## config.mk

```make
export PLATFORM = sky130hd
export DESIGN_NAME = pwm_capture
export DESIGN_NICKNAME = d
export VERILOG_FILES = /design/src/rtl/pwm_capture.sv
export SDC_FILE = /design/constraint.sdc
export NUM_CORES = 1
export LEC_CHECK = 0
export CAP_MARGIN = 25
export CORE_UTILIZATION = 45
export CTS_BUF_LIST = sky130_fd_sc_hd__clkbuf_8
export DETAILED_ROUTE_END_ITERATION = 7
export PLACE_DENSITY = 0.66
export SYNTH_ARGS = -nofsm -noshare
export SYNTH_HDL_FRONTEND = slang
export SYNTH_SLANG_ARGS = --single-unit
```

## constraint.sdc

```tcl
create_clock -name clk -period 1.7 [get_ports clk]
set_input_delay 0.17 -clock clk [delete_from_list [all_inputs] [get_ports clk]]
set_output_delay 0.17 -clock clk [all_outputs]
set_load 0.02 [all_outputs]
```

## src/rtl/pwm_capture.sv

```systemverilog
`default_nettype none
// ============================================================================
//  Module   : pwm_capture
//  Purpose  : Measures the high and low durations of an asynchronous PWM
//             input in clk cycles. Each complete period (rising edge to
//             rising edge) is published as a (high_count, low_count) pair
//             through a sticky valid/ack handshake.
//  Ports    :
//    clk         in   system clock, all logic on posedge
//    rst         in   synchronous active-high reset
//    pwm_in      in   asynchronous PWM input
//    ack         in   one-cycle pulse, clears valid and overrun
//    high_count  out  [WIDTH] cycles high in last complete period
//    low_count   out  [WIDTH] cycles low in last complete period
//    valid       out  sticky, new pair available
//    overrun     out  sticky, a pair was overwritten while valid = 1
//    sat         out  published pair contains a saturated count
//    busy        out  measurement in progress (HIGH or LOW state)
//  Options  : define PWM_CAPTURE_GLITCH_FILTER_EN to insert a FILTER_LEN
//             sample glitch filter after the synchronizer.
//  Revision : 1.0  initial release
// ============================================================================
module pwm_capture #(
  parameter int WIDTH       = 16,
  parameter int SYNC_STAGES = 2,
  parameter int FILTER_LEN  = 3
) (
  input  logic             clk,
  input  logic             rst,
  input  logic             pwm_in,
  input  logic             ack,
  output logic [WIDTH-1:0] high_count,
  output logic [WIDTH-1:0] low_count,
  output logic             valid,
  output logic             overrun,
  output logic             sat,
  output logic             busy
);

  localparam logic [WIDTH-1:0] CNT_MAX = '1;

`ifdef PWM_CAPTURE_GLITCH_FILTER_EN
  localparam int FILTER_EXTRA = FILTER_LEN - 1;
`else
  // Filter absent: FILTER_LEN contributes no delay.
  localparam int FILTER_EXTRA = FILTER_LEN * 0;
`endif

  // Cycles after reset before the edge detector sees a real input level.
  // Up to then the cleared synchronizer may manufacture a rising edge from
  // an input that was already high; such an edge is not a period start.
  localparam int SETTLE   = SYNC_STAGES + 1 + FILTER_EXTRA;
  localparam int SETTLE_W = $clog2(SETTLE + 1);
  localparam logic [SETTLE_W-1:0] SETTLE_VAL = SETTLE_W'(SETTLE);

  typedef enum logic [1:0] {
    ST_IDLE = 2'd0,
    ST_HIGH = 2'd1,
    ST_LOW  = 2'd2
  } state_t;

  // --------------------------------------------------------------------------
  // Input synchronizer
  // --------------------------------------------------------------------------
  logic [SYNC_STAGES-1:0] sync_q;
  logic                   sync_lvl;

  always_ff @(posedge clk) begin
    if (rst) begin
      sync_q <= '0;
    end else begin
      sync_q <= {sync_q[SYNC_STAGES-2:0], pwm_in};
    end
  end

  assign sync_lvl = sync_q[SYNC_STAGES-1];

  // --------------------------------------------------------------------------
  // Level s and its one-cycle delayed copy s_d
  // --------------------------------------------------------------------------
  logic s;
  logic s_d;

`ifdef PWM_CAPTURE_GLITCH_FILTER_EN
  localparam int FCNT_W = $clog2(FILTER_LEN + 1);
  localparam logic [FCNT_W-1:0] FCNT_LAST = FCNT_W'(FILTER_LEN - 1);

  logic [FCNT_W-1:0] fcnt;
  logic              differ;

  // s_d doubles as the filter's current level. The FILTER_LEN-th differing
  // sample switches s combinationally, so every edge is delayed by exactly
  // FILTER_LEN-1 cycles and durations are preserved.
  assign differ = (sync_lvl != s_d);
  assign s      = (differ && (fcnt == FCNT_LAST)) ? sync_lvl : s_d;

  always_ff @(posedge clk) begin
    if (rst) begin
      fcnt <= '0;
    end else if (differ && (fcnt != FCNT_LAST)) begin
      fcnt <= fcnt + 1'b1;
    end else begin
      fcnt <= '0;
    end
  end
`else
  assign s = sync_lvl;
`endif

  always_ff @(posedge clk) begin
    if (rst) begin
      s_d <= 1'b0;
    end else begin
      s_d <= s;
    end
  end

  logic rise;
  logic fall;

  assign rise = s & ~s_d;
  assign fall = ~s & s_d;

  // --------------------------------------------------------------------------
  // Post-reset settle counter
  // --------------------------------------------------------------------------
  logic [SETTLE_W-1:0] settle_cnt;
  logic                settled;

  assign settled = (settle_cnt == SETTLE_VAL);

  always_ff @(posedge clk) begin
    if (rst) begin
      settle_cnt <= '0;
    end else if (!settled) begin
      settle_cnt <= settle_cnt + 1'b1;
    end
  end

  // --------------------------------------------------------------------------
  // Measurement FSM
  // --------------------------------------------------------------------------
  state_t state_q;
  state_t state_d;
  logic   load_h;
  logic   inc_h;
  logic   load_l;
  logic   inc_l;
  logic   publish;

  always_ff @(posedge clk) begin
    if (rst) begin
      state_q <= ST_IDLE;
    end else begin
      state_q <= state_d;
    end
  end

  always_comb begin
    state_d = state_q;
    load_h  = 1'b0;
    inc_h   = 1'b0;
    load_l  = 1'b0;
    inc_l   = 1'b0;
    publish = 1'b0;
    unique case (state_q)
      ST_IDLE: begin
        if (rise && settled) begin
          state_d = ST_HIGH;
          load_h  = 1'b1;
        end
      end
      ST_HIGH: begin
        if (fall) begin
          state_d = ST_LOW;
          load_l  = 1'b1;
        end else if (s) begin
          inc_h = 1'b1;
        end
      end
      ST_LOW: begin
        // Rising edge closes the period and opens the next one in the
        // same cycle, so consecutive periods have no gap.
        if (rise) begin
          state_d = ST_HIGH;
          load_h  = 1'b1;
          publish = 1'b1;
        end else if (!s) begin
          inc_l = 1'b1;
        end
      end
      default: begin
        state_d = ST_IDLE;
      end
    endcase
  end

  assign busy = (state_q != ST_IDLE);

  // --------------------------------------------------------------------------
  // Duration counters, saturating at CNT_MAX
  // --------------------------------------------------------------------------
  logic [WIDTH-1:0] hcnt;
  logic [WIDTH-1:0] lcnt;
  logic             hsat;
  logic             lsat;

  always_ff @(posedge clk) begin
    if (rst) begin
      hcnt <= '0;
      hsat <= 1'b0;
    end else if (load_h) begin
      hcnt <= {{(WIDTH-1){1'b0}}, 1'b1};
      hsat <= 1'b0;
    end else if (inc_h) begin
      if (hcnt == CNT_MAX) begin
        hsat <= 1'b1;
      end else begin
        hcnt <= hcnt + 1'b1;
      end
    end
  end

  always_ff @(posedge clk) begin
    if (rst) begin
      lcnt <= '0;
      lsat <= 1'b0;
    end else if (load_l) begin
      lcnt <= {{(WIDTH-1){1'b0}}, 1'b1};
      lsat <= 1'b0;
    end else if (inc_l) begin
      if (lcnt == CNT_MAX) begin
        lsat <= 1'b1;
      end else begin
        lcnt <= lcnt + 1'b1;
      end
    end
  end

  // --------------------------------------------------------------------------
  // Published result and handshake
  // --------------------------------------------------------------------------
  always_ff @(posedge clk) begin
    if (rst) begin
      high_count <= '0;
      low_count  <= '0;
      sat        <= 1'b0;
      valid      <= 1'b0;
      overrun    <= 1'b0;
    end else if (publish) begin
      high_count <= hcnt;
      low_count  <= lcnt;
      sat        <= hsat | lsat;
      valid      <= 1'b1;
      // A coincident ack consumes the previous pair, so nothing is lost.
      overrun    <= ack ? 1'b0 : (overrun | valid);
    end else if (ack) begin
      valid   <= 1'b0;
      overrun <= 1'b0;
    end
  end

endmodule
`default_nettype wire

```

Word level (Yosys, flattened, before mapping)
Index checks and enable logic that the tools add are counted.

word-level totals
  register bits = 76
  input bits = 4

operators by class
  add/sub/neg operators = 3
  eq/ne operators = 10
  muxes and demuxes = 26
  bitwise logic cells = 8
  reductions and logical operators = 15

operator list
  kind                                                                   count
  16-bit by 1-bit adder with 16-bit output, second input constant        2
  16-bit equality test, second input constant                            2
  1-bit 2-to-1 mux                                                       21
  2-bit AND reduction                                                    6
  2-bit inequality test, second input constant                           5
  2-bit nonzero test                                                     4
  2-bit 2-to-1 mux                                                       3
  2-bit case mux with 3 select lines                                     1
  2-bit equality test, second input constant                             2
  1-bit inverter                                                         4
  2-bit OR reduction                                                     2
  3-bit AND reduction                                                    1
  2-bit by 1-bit adder with 2-bit output, second input constant          1
  1-bit AND                                                              2
  2-bit by 1-bit equality test with 1-bit output, second input constant  1
  2-bit logical NOT                                                      1
  1-bit OR                                                               2
  1-bit case mux with 2 select lines                                     1
  1-bit logical AND                                                      1

Depth between registers and ports, before layout
Gate-level depths: netlist (run 1).

  word-level depth = 7
  depth in mapped cells = 7
  depth with buffers taken out = 5

Least setup slack after synthesis (run 1)
No wires, ideal clock.

  path kind = register -> register
  from = register hcnt[0]
  to = register hcnt[12]
  setup time = 0.070 ns
  arrival = 1.727 ns
  data required time = 1.630 ns
  slack = -0.097 ns
  stages on the path, launching flop included = 6
  path buffers = 0
  path through = dfxtp_1 ha_1 nand4_2 or3_4 or4_1 a21oi_1

between the ends
  word-level cells in the longest chain between the ends = 3
  elaborated cells on any way between the ends = 4

RTL lines
  item                                                                              line  text
  start, declared                                                                   203   logic [WIDTH-1:0] hcnt;
  start signal, assigned                                                            213   hcnt <= {{(WIDTH-1){1'b0}}, 1'b1};
  start signal, assigned                                                            219   hcnt <= hcnt + 1'b1;
  branches (longest 3 deep; another with 16-bit by 1-bit adder with 16-bit output)  --

Several ways; the timed one is not identified.
A chain may end at the register's enable or synchronous reset.

Worst setup path after layout (run 1)
  from = register lcnt[1]
  to = register lcnt[7]

between the ends
  word-level cells in the longest chain between the ends = 3
  elaborated cells on any way between the ends = 4

RTL lines
  item                                                                              line  text
  start, declared                                                                   204   logic [WIDTH-1:0] lcnt;
  start signal, assigned                                                            229   lcnt <= {{(WIDTH-1){1'b0}}, 1'b1};
  start signal, assigned                                                            235   lcnt <= lcnt + 1'b1;
  branches (longest 3 deep; another with 16-bit by 1-bit adder with 16-bit output)  --

Several ways; the timed one is not identified.

==> results of run 1 <==
## per-stage QoR
stage               area (µm²)  util, %
detailed placement        4070     58.9
global route              4380     63.5
finish                    4380     63.5
CTS                       4290     62.1
floorplan                 3300        -
global placement          4070     58.9
## power groups by stage
stage	Sequential [mW]	Clock, mW	Combinational (mW)
after detailed placement	1.85	0	0.101
after global placement	1.85	0	0.0989
after CTS	1.80	1.53	0.101
after floorplan	1.84	0	0.0649
final	1.80	1.50	0.101
after global routing	1.80	1.61	0.115
## registers in the layout, indices dropped and copies added (netlist names)
name,flops
hcnt,16
high_count,16
lcnt,16
low_count,16
settle_cnt,2
state_q,2
sync_q,2
hsat,1
lsat,1
overrun,1
s_d,1
sat,1
valid,1
## final cells by class
type                    count  area, µm²
inverters                   3       11.3
clock inverters             6       80.1
clock buffers              10        138
fillers                   650       2520
flip-flops and latches     76       1540
repair buffers             90        792
well taps                  96        120
multi-input cells         287       1710
## routing by layer
layer	part of all wire, %	GRT usage, %	vias to the layer above
li1	-	-	1553
met1	50	28.8	1437
met2	43	32.5	70
met3	4.6	5.12	15
met4	2.3	11.2	0
met5	0	0	-
## how the worst max path moves through the flow
stage	startpoint	endpoint	slack, ns	cells after the start
finish	lcnt[1]	lcnt[7]	0.05	7
global route	lcnt[1]	lcnt[4]	-0.04	7
CTS	state_q[1]	lcnt[14]	0.0004	4
detailed placement	state_q[0]	hcnt[12]	-0.003	4
global placement	hcnt[1]	hcnt[12]	0.03	5
floorplan	hcnt[1]	hcnt[12]	-0.005	5
## cell families (layout without fill, tap and decap cells)
logic type / Yosys count / in the layout
AOI/OAI and AO/OA: 94 / 94
xor gates and xnor gates: 2 / 2
adders and majority gates: 3 / 3
buffers and inverters: 25 / 109
DFF: 76 / 76
muxes: 3 / 3
and+or+nand+nor: 185 / 185
## worst reg2reg max path: stages, from the launching register on
cell and delay (ns):
sky130_fd_sc_hd__dfxtp_2 0.34, sky130_fd_sc_hd__ha_4 0.16, sky130_fd_sc_hd__nand4_1 0.13, sky130_fd_sc_hd__nor4_2 0.08, sky130_fd_sc_hd__buf_4 0.16, sky130_fd_sc_hd__buf_6 0.12, sky130_fd_sc_hd__or4_4 0.48, sky130_fd_sc_hd__a21oi_2 0.12
## synthesized netlist by cell type, types with 4 or more instances
cell / number / area (µm²)
sky130_fd_sc_hd__nand2_1: 77 / 289
sky130_fd_sc_hd__dfxtp_1: 76 / 1520
sky130_fd_sc_hd__a21oi_1: 59 / 295
sky130_fd_sc_hd__clkbuf_1: 16 / 60.1
sky130_fd_sc_hd__nand3_1: 15 / 75.1
sky130_fd_sc_hd__nor2_1: 15 / 56.3
sky130_fd_sc_hd__o31ai_1: 13 / 97.6
sky130_fd_sc_hd__or3_1: 13 / 81.3
sky130_fd_sc_hd__or4_1: 12 / 90.1
sky130_fd_sc_hd__o21ai_0: 10 / 50.1
sky130_fd_sc_hd__nand4_1: 8 / 50.1
sky130_fd_sc_hd__nor3_1: 7 / 35.0
sky130_fd_sc_hd__and3_1: 6 / 37.5
sky130_fd_sc_hd__nor2b_1: 6 / 37.5
sky130_fd_sc_hd__and4_1: 4 / 35.0
sky130_fd_sc_hd__buf_4: 4 / 30.0
## repair_timing
item                       4_1_cts  5_1_grt
setup buffers                    1        4
setup endpoints to repair        3       16
pin swaps                        1        9
resized for setup                2       20
==> results.toml, run 1 <==
[synthesis]
synthesis.area_mm2 = 0.00328
synth.yosys.warnings = 0
asyncSetResetFlopFracSynth_pct = 0
syn_inst = 388
synth.avg_cell_area_um2 = 8.44
yosys.area_share.xor_xnor_pct = 0.535
postSynthNetCount = 395
complex_gate_fraction_of_the_synthesized_area_pct = 16.3
synth_enable_flop_cells = 0
share_of_cell_area_taken_by_muxes_after_synthesis_pct = 0.917
synth.distinct_cells = 49
postSynth.topFlopCell = "sky130_fd_sc_hd__dfxtp_1"
postSynthRegisterBits = 76
synthAdderAreaFrac_pct = 1.15
synth-simple-area-share_pct = 31.2
synth_top_family_by_area = "simple AND/OR/NAND/NOR gates"
yosysSeqAreaShare_pct = 46.4

[timing]
final.period_utilization_pct = 97.3
finalSetupTns_ns = 0
setup_repair_after_global_routing_missed_its_margin = "yes"
max_freq_mhz = 604
worst_case_headroom_to_the_max_slew_limit_pct = 77.7
finalWorstSetupSlack_ns = 0.0455
timing.final.crit_period_ns = 1.65
timing_max_transition_violations_final = 0
worst_hold_slack_ns = 0.370
hold_viol_final = 0
timing.clock.skew_ns = 0.0104
tightest_slew_ns = 0.330
timing.final.setup_violations = 0

[worst_setup_path]
critical-path-slowest-cell = "sky130_fd_sc_hd__or4_4"
worst-r2r-cell-count = 7
crit_path_end_kind = "flop"
r2r-start = "lcnt[1]"
path_delay_family = "simple AND/OR/NAND/NOR gates"
cp_data_required_time_ns = 2.00
worst_ep_arrival_time_ns = 1.95
setup.worst_path.start_class = "flop"
crit_fanout = 5
worst-r2r-setup-slack_ns = 0.05
capturing_point_of_the_worst_reg2reg_path = "lcnt[7]"
timing.critical_path.slowest_cell_delay_ns = 0.48
crit_chain = "ha_4, nand4_1, nor4_2, buf_4, buf_6, or4_4, a21oi_2"
cp.buffers_inverters = 2
critical_path_class = "flop to flop"

[place]
buffer_ports.inserted = 39
gp_weighted_congestion = 0.817
detailed_place_hpwl_um = 5390
place_inst = 547
dp_slack_ns = -0.00327

[pwr]
power.share.combinational_pct = 3.0
power_density_mw_per_mm2 = 776
power_leakage_nw = 1.57
clock_power_share_pct = 44.0
swShare_pct = 20.9
cell_internal_pwr_mw = 2.69
p_switching_uw = 713
seq_power_share_pct = 53.0
ir_worst_vdd_mv = 0.529
fin_total_pwr_mw = 3.40

[floorplanning]
initial_core_utilization_pct = 47.4
die_h_um = 87.3
std_cell_rows = 30
io_pins = 40
core-area_mm2 = 0.00691
horiz_die_dim_um = 87.3
die_area_mm2 = 0.00762

[clock_network]
number_of_cts_inserted_buffers = 9
cts.sinks = 76
worst_setup_hold_path_clk_slew_ns = 0.08
cts_tree = "done"
clock_latency_ns = 0.36
cts.root.buffer_cell = "sky130_fd_sc_hd__clkbuf_8"
htree_levels = 3
cts.hold.buffers_added = 0
bufs_on_longest_clock_path = 2

[run_status]
status = "complete, no violations"

[cells_and_area]
final_common_cell = "sky130_fd_sc_hd__nand2_1"
finish.cell_count_without_fillers = 568
num_antenna_cells = 0
nets = 474
syn2layout_area_growth_pct = 33.8
drive_gt1_share_pct = 19.7
layout.cells.most_common_list = "sky130_fd_sc_hd__nand2_1, sky130_fd_sc_hd__dfxtp_1, sky130_fd_sc_hd__a21oi_1"

[hold_path]
hold_path.startpoint = "pwm_in"
worst_hold_path.endpoint = "sync_q[0]"
whs_path_depth = 2
hold_class = "input pin to flop"

[global_route]
wire_length_of_the_first_global_routing_pass_um = 12800
first_global_vias = 2837
globalRouteTotalUtil_pct = 21.6
antenna_found_initial = 0
grt_start_max_net_pins = 19
global_route.overflow_total = 0

[routing]
drt_pass1_iterations = 5
vias = 3075
route.antenna.remaining_nets = 0
finalWirelength_um = 7590
vias_per_cell = 5.41
route.detailed.drc = 0
detailedRoute.firstIterationViolations = 141
drt-wirelength-per-cell_um = 13.4

[flow_run]
cap_violations = 0
No activity file was read; power rests on OpenSTA's default activity.
==> run 2: changes to the inputs <==
Settings changed: CORE_MARGIN set to 4.
==> run 2 against run 1 <==
  * Routed wire length grew 1.0%
  * Worst setup slack worse by 0.0047 ns
  * First-iteration DRC count down 18%
  * Sequential cell count is the same
  * Power fell by 9.7%
  * Largest cell class unchanged
  * Register-to-register slack about the same
  * Core utilization down 1.4 points
  * Largest power group unchanged
==> results.toml, run 2 (synthesized netlist as in run 1, its figures left out) <==
[run_status]
status = "complete, no violations"

[worst_setup_path]
r2r-start = "lcnt[0]"
setup.worst_path.start_class = "flop"
cp_data_required_time_ns = 1.98
capturing_point_of_the_worst_reg2reg_path = "lcnt[7]"
critical_path_class = "flop to flop"
timing.critical_path.slowest_cell_delay_ns = 0.47
worst-r2r-setup-slack_ns = 0.04
crit_fanout = 7
crit_chain = "ha_4, nand4_1, nor4_4, buf_4, or4_1, a21oi_1"
worst_ep_arrival_time_ns = 1.94
crit_path_end_kind = "flop"
worst-r2r-cell-count = 6
critical-path-slowest-cell = "sky130_fd_sc_hd__or4_1"

[routing]
route.detailed.drc = 0
vias = 3035
drt-wirelength-per-cell_um = 13.6
met3_length_um = 375
vias_per_cell = 5.38
top_signal_layer_used = "met4"
drt-met1-wl_um = 3850
detailedRoute.firstIterationViolations = 116
finalWirelength_um = 7670
dr_wl_met2_um = 3320
route.antenna.remaining_nets = 0
drt_pass1_iterations = 4

[floorplanning]
std_cell_rows = 30
horiz_die_dim_um = 93.3
die_h_um = 93.3
die_area_mm2 = 0.00871
io_pins = 40
core-area_mm2 = 0.00694
initial_core_utilization_pct = 47.2

[global_route]
antenna_found_initial = 0
global_route.overflow_total = 0
first_global_vias = 2708
grt_start_max_net_pins = 20
wire_length_of_the_first_global_routing_pass_um = 12900
globalRouteTotalUtil_pct = 18.3

[timing]
hold_viol_final = 0
tightest_slew_ns = 0.362
max_freq_mhz = 603
worst_hold_slack_ns = 0.376
timing_max_transition_violations_final = 0
timing.final.setup_violations = 0
final.period_utilization_pct = 97.6
setup_repair_after_global_routing_missed_its_margin = "yes"
worst_case_headroom_to_the_max_slew_limit_pct = 75.6
timing.clock.skew_ns = 0.0102
timing.final.crit_period_ns = 1.66

[hold_path]
whs_path_depth = 2
hold_class = "input pin to flop"
hold_path.startpoint = "pwm_in"
worst_hold_path.endpoint = "sync_q[0]"

[cells_and_area]
num_antenna_cells = 0
nets = 472
final_common_cell = "sky130_fd_sc_hd__nand2_1"
final_core_utilization_pct = 62.0
syn2layout_area_growth_pct = 31.5
post-route-cell-area_mm2 = 0.00431
drive_gt1_share_pct = 19.7
layout.cells.most_common_list = "sky130_fd_sc_hd__nand2_1, sky130_fd_sc_hd__dfxtp_1, sky130_fd_sc_hd__a21oi_1"

[place]
gp_weighted_congestion = 0.838
detailed_place_hpwl_um = 5290
buffer_ports.inserted = 39
placed_area_mm2 = 0.00403

[pwr]
power_density_mw_per_mm2 = 713
ir_worst_vdd_mv = 0.482
power_leakage_nw = 1.55

[clock_network]
bufs_on_longest_clock_path = 2
cts.sinks = 76
cts_tree = "done"
htree_levels = 3
clock_latency_ns = 0.35
cts.root.buffer_cell = "sky130_fd_sc_hd__clkbuf_8"
number_of_cts_inserted_buffers = 9
cts.hold.buffers_added = 0
worst_setup_hold_path_clk_slew_ns = 0.07

[flow_run]
cap_violations = 0
## run 2: what timing repair did
item | 4_1_cts | 5_1_grt
setup buffers | 1 | 6
endpoints found under the setup margin | 5 | 21
cloned | 0 | 1
pin swaps | 2 | 12
resized for setup | 4 | 22
## run 2: layout make-up
cell class              instances  area [µm²]
inverters                       3        11.3
flip-flops and latches         76        1540
multi-input cells             287        1710
well taps                      96         120
clock buffers                  10         138
repair buffers                 88         772
clock inverters                 4        18.8
fillers                       632        2640
## run 2: through the flow
stage / worst slack [ns] / cells / power [mW] / TNS, ns
CTS: 0.000689 / 557 / 3.10 / 0
global placement: 0.0321 / 542 / 1.94 / 0
global route: -0.0196 / 564 / 3.19 / -0.0563
detailed placement: -0.0533 / 542 / 1.95 / -0.0830
finish: 0.0408 / 564 / 3.07 / 0
floorplan: -0.00481 / 388 / 1.91 / -0.00481
## run 2: critical path: cells and delay by family, from the launching register on
family / cells / cell delay (ns)
AO/OA/AOI/OAI: 1 / 0.16
adder cells (fa/ha/maj): 1 / 0.16
flip-flops: 1 / 0.34
AND/OR/NAND/NOR: 3 / 0.76
buffers and inverters: 1 / 0.17
## run 2: worst max-delay path by stage
stage | start | endpoint | slack (ns) | cells after the start
after floorplan | hcnt[1] | hcnt[12] | -0.005 | 5
after global placement | hcnt[1] | hcnt[12] | 0.03 | 5
after detailed placement | state_q[1] | lcnt[12] | -0.05 | 5
after CTS | state_q[1] | lcnt[9] | 0.0007 | 4
after global routing | hcnt[1] | hcnt[12] | -0.02 | 5
final | lcnt[0] | lcnt[7] | 0.04 | 6
## run 2: layer usage
| layer | GRT usage (%) | vias up |
|---|---|---|
| li1 | - | 1547 |
| met1 | 26.1 | 1397 |
| met2 | 26.8 | 78 |
| met3 | 3.78 | 13 |
| met4 | 7.57 | 0 |
| met5 | 0 | - |
## run 2: power by group
| group | total, mW | switching, mW | internal (mW) | leakage, nW |
|---|---|---|---|---|
| logic | 0.0996 | 0.0563 | 0.0433 | 0.839 |
| registers | 1.81 | 0.0114 | 1.79 | 0.619 |
| clock network | 1.17 | 0.626 | 0.541 | 0.0890 |
| total | 3.07 | 0.694 | 2.38 | 1.55 |
